[src/rtl/bt_resp_model_pkg.sv]
// bt_pkg: shared states, byte constants and message tables for the Bluetooth responder
package bt_pkg;
  typedef enum logic [2:0] {OFF, DLY, BANNER, LISTEN, RESP} state_e;
  typedef enum logic [1:0] {RX_IDLE, RX_START, RX_DATA, RX_STOP} rx_state_e;
  localparam logic [7:0] CR = 8'h0d;
  localparam logic [7:0] LF = 8'h0a;
  localparam int LINE_MAX = 15;
  localparam logic [39:0] MSG_BANNER = 40'h434d440d0a;
  localparam logic [39:0] MSG_AOK = 40'h414f4b0d0a;
  localparam logic [39:0] MSG_ERR = 40'h4552520d0a;
  function automatic logic [7:0] msg_byte(logic [39:0] m, logic [2:0] i);
    logic [39:0] s;
    s = m << (8 * i);
    return s[39:32];
  endfunction
endpackage

[src/rtl/bt_resp_model_uart_xcvr.sv]
// bt_uart_xcvr: 8N1 UART receiver and transmitter sharing one baud divider setting
module bt_uart_xcvr import bt_pkg::*; #(
  parameter int BAUD_DIV = 434
) (
  input  logic       clk,
  input  logic       rst,
  input  logic       rx_i,
  output logic       tx_o,
  output logic [7:0] rx_data,
  output logic       rx_rdy,
  input  logic [7:0] tx_data,
  input  logic       tx_start,
  output logic       tx_busy,
  output logic       tx_done
);
  rx_state_e rx_st_q;
  logic [15:0] rx_cnt_q, tx_cnt_q;
  logic [2:0] rx_bit_q;
  logic [3:0] tx_bit_q;
  logic [7:0] rx_sh_q;
  logic [8:0] tx_sh_q;
  logic rx_rdy_q, tx_q, busy_q, done_q;
  assign rx_data = rx_sh_q;
  assign rx_rdy = rx_rdy_q;
  assign tx_o = tx_q;
  assign tx_busy = busy_q;
  assign tx_done = done_q;
  // receiver: validate start at mid-bit, then sample each bit one period later
  always_ff @(posedge clk) begin
    if (rst) begin
      rx_st_q <= RX_IDLE;
      rx_cnt_q <= '0;
      rx_bit_q <= '0;
      rx_sh_q <= '0;
      rx_rdy_q <= 1'b0;
    end else begin
      rx_rdy_q <= 1'b0;
      case (rx_st_q)
        RX_IDLE: begin
          rx_cnt_q <= '0;
          if (!rx_i) rx_st_q <= RX_START;
        end
        RX_START:
          if (rx_cnt_q == 16'(BAUD_DIV / 2 - 1)) begin
            rx_cnt_q <= '0;
            rx_bit_q <= '0;
            rx_st_q <= rx_i ? RX_IDLE : RX_DATA;
          end else rx_cnt_q <= rx_cnt_q + 16'd1;
        RX_DATA:
          if (rx_cnt_q == 16'(BAUD_DIV - 1)) begin
            rx_cnt_q <= '0;
            rx_sh_q <= {rx_i, rx_sh_q[7:1]};
            rx_bit_q <= rx_bit_q + 3'd1;
            if (rx_bit_q == 3'd7) rx_st_q <= RX_STOP;
          end else rx_cnt_q <= rx_cnt_q + 16'd1;
        default:
          if (rx_cnt_q == 16'(BAUD_DIV - 1)) begin
            rx_cnt_q <= '0;
            rx_rdy_q <= rx_i;
            rx_st_q <= RX_IDLE;
          end else rx_cnt_q <= rx_cnt_q + 16'd1;
      endcase
    end
  end
  // transmitter: start bit, 8 data bits LSB first, stop bit, then a one-cycle done pulse
  always_ff @(posedge clk) begin
    if (rst) begin
      tx_q <= 1'b1;
      busy_q <= 1'b0;
      done_q <= 1'b0;
      tx_cnt_q <= '0;
      tx_bit_q <= '0;
      tx_sh_q <= '0;
    end else begin
      done_q <= 1'b0;
      if (!busy_q) begin
        if (tx_start) begin
          busy_q <= 1'b1;
          tx_q <= 1'b0;
          tx_sh_q <= {1'b1, tx_data};
          tx_cnt_q <= '0;
          tx_bit_q <= '0;
        end
      end else if (tx_cnt_q == 16'(BAUD_DIV - 1)) begin
        tx_cnt_q <= '0;
        if (tx_bit_q == 4'd9) begin
          busy_q <= 1'b0;
          done_q <= 1'b1;
        end else begin
          tx_q <= tx_sh_q[0];
          tx_sh_q <= {1'b0, tx_sh_q[8:1]};
          tx_bit_q <= tx_bit_q + 4'd1;
        end
      end else tx_cnt_q <= tx_cnt_q + 16'd1;
    end
  end
endmodule

[config.mk]
export PLATFORM = sky130hd
export DESIGN_NAME = bt_uart_xcvr
export DESIGN_NICKNAME = d
export VERILOG_FILES = /design/src/rtl/bt_resp_model_pkg.sv /design/src/rtl/bt_resp_model_uart_xcvr.sv
export SDC_FILE = /design/constraint.sdc
export NUM_CORES = 1
export LEC_CHECK = 0
export BUFFER_PORTS_ARGS = -buffer_cell sky130_fd_sc_hd__buf_2
export CAP_MARGIN = 25
export CORE_MARGIN = 5
export CORE_UTILIZATION = 30
export CTS_BUF_LIST = sky130_fd_sc_hd__clkbuf_2 sky130_fd_sc_hd__clkbuf_4 sky130_fd_sc_hd__clkbuf_8
export DETAILED_ROUTE_END_ITERATION = 7
export GPL_TIMING_DRIVEN = 0
export PLACE_DENSITY = 0.45
export REMOVE_ABC_BUFFERS = 1
export SLEW_MARGIN = 10
export SYNTH_ARGS = -nofsm -noshare
export SYNTH_HDL_FRONTEND = slang
export SYNTH_SLANG_ARGS = --single-unit
[constraint.sdc]
create_clock -name clk -period 2.4 [get_ports clk]
set_input_delay 0.36 -clock clk [delete_from_list [all_inputs] [get_ports clk]]
set_output_delay 0.36 -clock clk [all_outputs]
set_load 0.01 [all_outputs]
# Word level (Yosys, flattened, before mapping)
# Cells that the tools add are included.
op_classes:
  bitwise_logic: 3
  n_reduce_logical: 10
  eq_ne: 13
  n_mux: 33
  add_sub_neg: 4
op_table:
  columns: ["cell", "n"]
  rows:
  - ["16-bit 2-to-1 mux", 5]
  - ["9-bit 2-to-1 mux", 4]
  - ["16-bit by 1-bit adder with 16-bit output (second input constant)", 2]
  - ["16-bit by 9-bit == test with 1-bit output (second input constant)", 2]
  - ["16-bit one-hot mux with 2 select lines", 1]
  - ["16-bit by 8-bit == test with 1-bit output (second input constant)", 1]
  - ["4-bit 2-to-1 mux", 4]
  - ["2-bit 2-to-1 mux", 6]
  - ["2-bit inequality test (second input constant)", 5]
  - ["1-bit 2-to-1 mux", 9]
  - ["3-bit 2-to-1 mux", 2]
  - ["2-bit one-hot mux with 3 select lines", 1]
  - ["3-bit one-hot mux with 2 select lines", 1]
  - ["3-bit AND reduction", 2]
  - ["5-bit AND reduction", 1]
  - ["5-bit OR reduction", 1]
  - ["4-bit by 1-bit adder with 4-bit output (second input constant)", 1]
  - ["4-bit == test (second input constant)", 1]
  - ["2-bit nonzero test", 2]
  - ["3-bit by 1-bit adder with 3-bit output (second input constant)", 1]
  - ["3-bit == test (second input constant)", 1]
  - ["1-bit NOT", 3]
  - ["3-bit nonzero test", 1]
  - ["3-bit OR reduction", 1]
  - ["other kinds (5)", 5]
totals:
  reg_bits: 62
  output_inout_bits: 12
  in_bits: 12

# Logic depth before layout (Yosys ltp)
depth:
  depth_word: 4
  mapped_depth: 9
  ltp_nobuf: 7

# Least setup slack after synthesis
# No wires, ideal clock.
synth_timing:
  kind: "register to register"
  from: "register tx_cnt_q[0]"
  to: "register tx_sh_q[0]"
  required_ps: 2280
  path_stages_with_launch: 8
  arrival_time_ps: 1646
  setup_time_ps: 120
  path_slack_ps: 634
  cell_sequence: "dfxtp_1 -> ha_1 -> nor4b_4 -> nand4_2 -> a311o_1 -> buf_6 -> nor2_1 -> nor3_1"
synth_between:
  elab_chain_cells: 3
synth_lines:
  columns: ["item", "line", "text"]
  rows:
  - ["start, declared", "bt_resp_model_uart_xcvr.sv:17", "logic [15:0] rx_cnt_q, tx_cnt_q;"]
  - ["start signal, assigned", "bt_resp_model_uart_xcvr.sv:94", "end else tx_cnt_q <= tx_cnt_q + 16'd1;"]
  - ["16-bit by 9-bit == test with 1-bit output", "bt_resp_model_uart_xcvr.sv:84", "end else if (tx_cnt_q == 16'(BAUD_DIV - 1)) begin"]
  - ["2-bit by 1-bit inequality test with 1-bit output (no source line)", null, null]
  - ["3-bit AND reduction (no source line)", null, null]
  - ["end signal, assigned", "bt_resp_model_uart_xcvr.sv:80", "tx_sh_q <= {1'b1, tx_data};"]
  - ["end signal, assigned", "bt_resp_model_uart_xcvr.sv:91", "tx_sh_q <= {1'b0, tx_sh_q[8:1]};"]
  - ["end, declared", "bt_resp_model_uart_xcvr.sv:21", "logic [8:0] tx_sh_q;"]
# No other way between the ends.
# A chain may end at the register's enable or synchronous reset.

# Worst setup path after layout
layout_timing:
  from: "register tx_cnt_q[1]"
  to: "register tx_cnt_q[8]"
layout_between:
  elab_chain_cells: 3
  word_cells_on_any_way: 4
  classes_between: "add/sub: 1; eq/ne: 1; mux: 2"
layout_lines:
  columns: ["item", "line", "text"]
  rows:
  - ["16-bit by 1-bit adder with 16-bit output or 16-bit by 9-bit == test with 1-bit output (tied branches)", "bt_resp_model_uart_xcvr.sv:94, bt_resp_model_uart_xcvr.sv:84", null]
  - ["16-bit 2-to-1 mux *", "bt_resp_model_uart_xcvr.sv:84", null]
  - ["16-bit 2-to-1 mux *", "bt_resp_model_uart_xcvr.sv:76", "if (!busy_q) begin"]
# Every way passes the cells marked *; elsewhere a longest branch is shown, timed or not.

==> impl_metrics.json <==
{
  "number_of_synthesis_warnings": 0,
  "yosys_most_used_dff": "sky130_fd_sc_hd__dfxtp_1",
  "groute.usage.overall_pct": 11.5,
  "synth_seq_area_share_pct": 41.8,
  "crit_path_cell_trace": "inv_1, ha_1, nor4b_4, a41oi_4, nand2_2, or3_2, o21ai_0",
  "static-leakage-power_nw": 1.26,
  "h-tree-depth": 3,
  "place.port_buffers": 23,
  "outcome": "finished clean",
  "clock_latency_ns": 0.34,
  "area_share_of_fa_ha_maj_cells_after_synthesis_pct": 3.80,
  "setup_viol": 0,
  "clockRootBuffer": "sky130_fd_sc_hd__clkbuf_8",
  "synth_compound_gate_area_share_pct": 13.1,
  "crit_path_max_fanout": 11,
  "final_area_mm2": 0.00341,
  "clock_tree_from_tritoncts": "yes",
  "setup.worst_path.end_class": "flip-flop",
  "gp_routability_congestion": 0.732,
  "core_area_mm2": 0.00973,
  "synth.top_cells.by_count": "sky130_fd_sc_hd__nor2_1, sky130_fd_sc_hd__dfxtp_1, sky130_fd_sc_hd__nand2_1",
  "placed_cells_incl_taps": 490,
  "dieHeight_um": 109,
  "timing.critical_path.required_ns": 2.66,
  "antennaDiodeCount": 0,
  "slew-limit-headroom_pct": 61.6,
  "num-fill-cells": 1045,
  "post_synthesis_xor_xnor_area_fraction_pct": 5.31,
  "cts.sinks": 62,
  "post-synth-top-count-cell": "sky130_fd_sc_hd__nor2_1",
  "row_count": 36,
  "final_layout_size_suffix_gt1_share_pct": 15.5,
  "drc_violations_left": 0,
  "top_family_by_delay_on_critical_path": "simple AND/OR/NAND/NOR gates",
  "tightest_slew_ns": 0.576,
  "final_nets": 389,
  "die_area_mm2": 0.0120,
  "area_post_placement_mm2": 0.00318,
  "postSynthAreaPerCell_um2": 8.57,
  "final.min_clock_period_ns": 2.14,
  "cts-buffers-inserted": 9,
  "worst-endpoint-arrival_ns": 2.40,
  "drt_first_pass_iters": 4,
  "maximum_number_of_pins_on_one_net_before_global_route_repair": 28,
  "netlist_area_mm2": 0.00297,
  "cpPeakStageDelay_ns": 0.50,
  "initial_core_util_pct": 30.5,
  "detailroute.wirelength.met2_um": 2810,
  "critical_path.slowest_cell": "sky130_fd_sc_hd__or3_2",
  "muxShareOfSynthArea_pct": 2.70,
  "vias": 2411,
  "maxSlewViolCount": 0,
  "ctsLongestPathBuffers": 2,
  "wl_met1_um": 3290,
  "totalNegativeSetupSlack_ns": 0,
  "fin_total_pwr_w": 0.00222,
  "detail_route.iter0.violations": 86,
  "grt_overflow_total": 0,
  "routed_via_density": 4.76,
  "holdBufCountCts": 0,
  "cp_num_buf_inv": 1,
  "min_path_type": "in2reg",
  "synth_top_area_cells": "sky130_fd_sc_hd__dfxtp_1, sky130_fd_sc_hd__nor2_1, sky130_fd_sc_hd__ha_1",
  "setup_repair_after_global_routing_missed_its_margin": "false",
  "dp_hpwl_um": 4400,
  "ant_nets": 0,
  "postSynthRegisterBits": 62,
  "critical_path_launch_point_type": "flip-flop",
  "totalWireLength_um": 6320,
  "cell_type_contributing_the_most_total_cell_area_after_synthesis": "sky130_fd_sc_hd__dfxtp_1",
  "first_pass_grt_wire_length_um": 10900,
  "ios": 24,
  "final.period_utilization_pct": 89.1,
  "max_cap_violation_count": 0,
  "skew_ns": 0.00870,
  "yosys.area_share.simple_pct": 28.9,
  "area_growth_pct": 14.9,
  "power_per_unit_of_standard_cell_area_mw_per_mm2": 651,
  "synth.top_cell.area_share_pct": 41.8,
  "post_layout_nonfiller_instances": 506,
  "seqCellArea_mm2": 0.00124,
  "worstSetupPathType": "reg2reg",
  "synth_top_family_by_area": "simple AND/OR/NAND/NOR gates",
  "wl_met3_um": 126,
  "wire_length_per_cell_after_detailed_routing_um": 12.5,
  "power.ir.vdd_worst_uv": 254,
  "dr.max_layer_used": "met4",
  "multi_input_comb_area_mm2": 0.00161,
  "number_of_antenna_violations_at_the_first_check_in_global_routing": 0,
  "max_clock_freq_ghz": 0.468,
  "clk_pin_slew_worst_paths_ns": 0.07,
  "share_of_the_core_filled_with_cells_pct": 35.0,
  "synth_cell_type_count": 58,
  "number_of_flops_mapped_to_enable_cells_by_yosys": 0,
  "final_hold_viol_count": 0,
  "syn_inst": 346,
  "die_width_um": 109,
  "ffs_w_async_s_r_synth_pct": 0,
  "number_of_global_route_vias_before_repair": 2291
}
## power by group
| group | internal (W) | switching [W] |
|---|---|---|
| sequential | 0.00105 | 0.0000193 |
| clock | 0.000586 | 0.000446 |
| combinational | 0.0000417 | 0.0000745 |
## worst register-to-register path, cell delays in order (launching register included)
cell                      delay [ns]
sky130_fd_sc_hd__dfxtp_1        0.39
sky130_fd_sc_hd__inv_1          0.08
sky130_fd_sc_hd__ha_1           0.20
sky130_fd_sc_hd__nor4b_4        0.15
sky130_fd_sc_hd__a41oi_4        0.41
sky130_fd_sc_hd__nand2_2        0.25
sky130_fd_sc_hd__or3_2          0.50
sky130_fd_sc_hd__o21ai_0        0.08
## final cells by class
type | count | area share [%]
multi-input cells | 257 | 47.1
repair buffers | 23 | 3.38
clock buffers | 9 | 3.63
clock inverters | 7 | 2.90
inverters | 15 | 1.65
well taps | 133 | 4.88
flip-flops and latches | 62 | 36.4
## repair_timing
action | 4_1_cts | 5_1_grt
gates resized for setup | 0 | 1
endpoints found under the hold margin | 0 | 0
endpoints found under the setup margin | 0 | 4
setup buffers | 0 | 0
## worst paths after layout
check,from,to,cells after the start,slack (ns)
min reg2reg,tx_sh_q[8],tx_sh_q[8],2,0.46
max reg2reg,tx_cnt_q[1],tx_cnt_q[8],7,0.26
max,tx_cnt_q[1],tx_cnt_q[8],7,0.26
min,rx_i,rx_rdy,3,0.28
## cell families (layout without fill, tap and decap cells)
logic type,Yosys count,after routing
DFF,62,62
muxes,8,8
adders and majority gates,9,9
and+or+nand+nor,164,164
xor gates and xnor gates,18,18
AOI/OAI and AO/OA,58,58
buffers and inverters,27,54
## cells in the final DEF (no fill, tap or decap), types with 2 or more instances in the layout
master                       count
sky130_fd_sc_hd__inv_1          15
sky130_fd_sc_hd__clkinvlp_4      4
sky130_fd_sc_hd__nand3_1        13
sky130_fd_sc_hd__or3_1           3
sky130_fd_sc_hd__xor2_1          7
sky130_fd_sc_hd__a31oi_1         3
sky130_fd_sc_hd__ha_1            9
sky130_fd_sc_hd__a311oi_1        2
sky130_fd_sc_hd__bufinv_16       2
sky130_fd_sc_hd__xnor2_1        11
sky130_fd_sc_hd__nor2_1         66
sky130_fd_sc_hd__mux2i_1         8
sky130_fd_sc_hd__a21o_1          3
sky130_fd_sc_hd__o21ai_0        19
sky130_fd_sc_hd__a21oi_1        15
sky130_fd_sc_hd__nand2b_1        2
sky130_fd_sc_hd__nor2b_1         2
sky130_fd_sc_hd__nand2_1        20
sky130_fd_sc_hd__buf_2          23
sky130_fd_sc_hd__nor3b_1         2
sky130_fd_sc_hd__clkbuf_8        9
sky130_fd_sc_hd__or2_2           2
sky130_fd_sc_hd__a2111oi_0       2
sky130_fd_sc_hd__nor3_1         17
sky130_fd_sc_hd__dfxtp_1        62
sky130_fd_sc_hd__and3_1          8
sky130_fd_sc_hd__nand4b_1        2
sky130_fd_sc_hd__nand4_1        10
## flip-flops by register name (all words and copies together) (netlist names)
signal and cells:
rx_cnt_q 16, tx_o 1, tx_sh_q 9, tx_cnt_q 16, rx_data 8, tx_bit_q 4
tx_done 1, rx_st_q 2, tx_busy 1, rx_bit_q 3, rx_rdy 1
## per-layer routing
metal | track usage [%] | up-vias
met2 | 17.0 | 25
met3 | 2.23 | 6
met5 | 0 | -
met4 | 6.06 | 0
met1 | 15.8 | 1119
li1 | - | 1261
## metrics by stage
stage | setup slack (ns) | hold WS, ns
finish | 0.261 | 0.277
global route | 0.0386 | 0.285
CTS | 0.106 | 0.254
detailed placement | 0.122 | 0.450
global placement | -0.316 | 0.445
floorplan | 0.172 | 0.429
No activity file was read; power rests on OpenSTA's default activity.
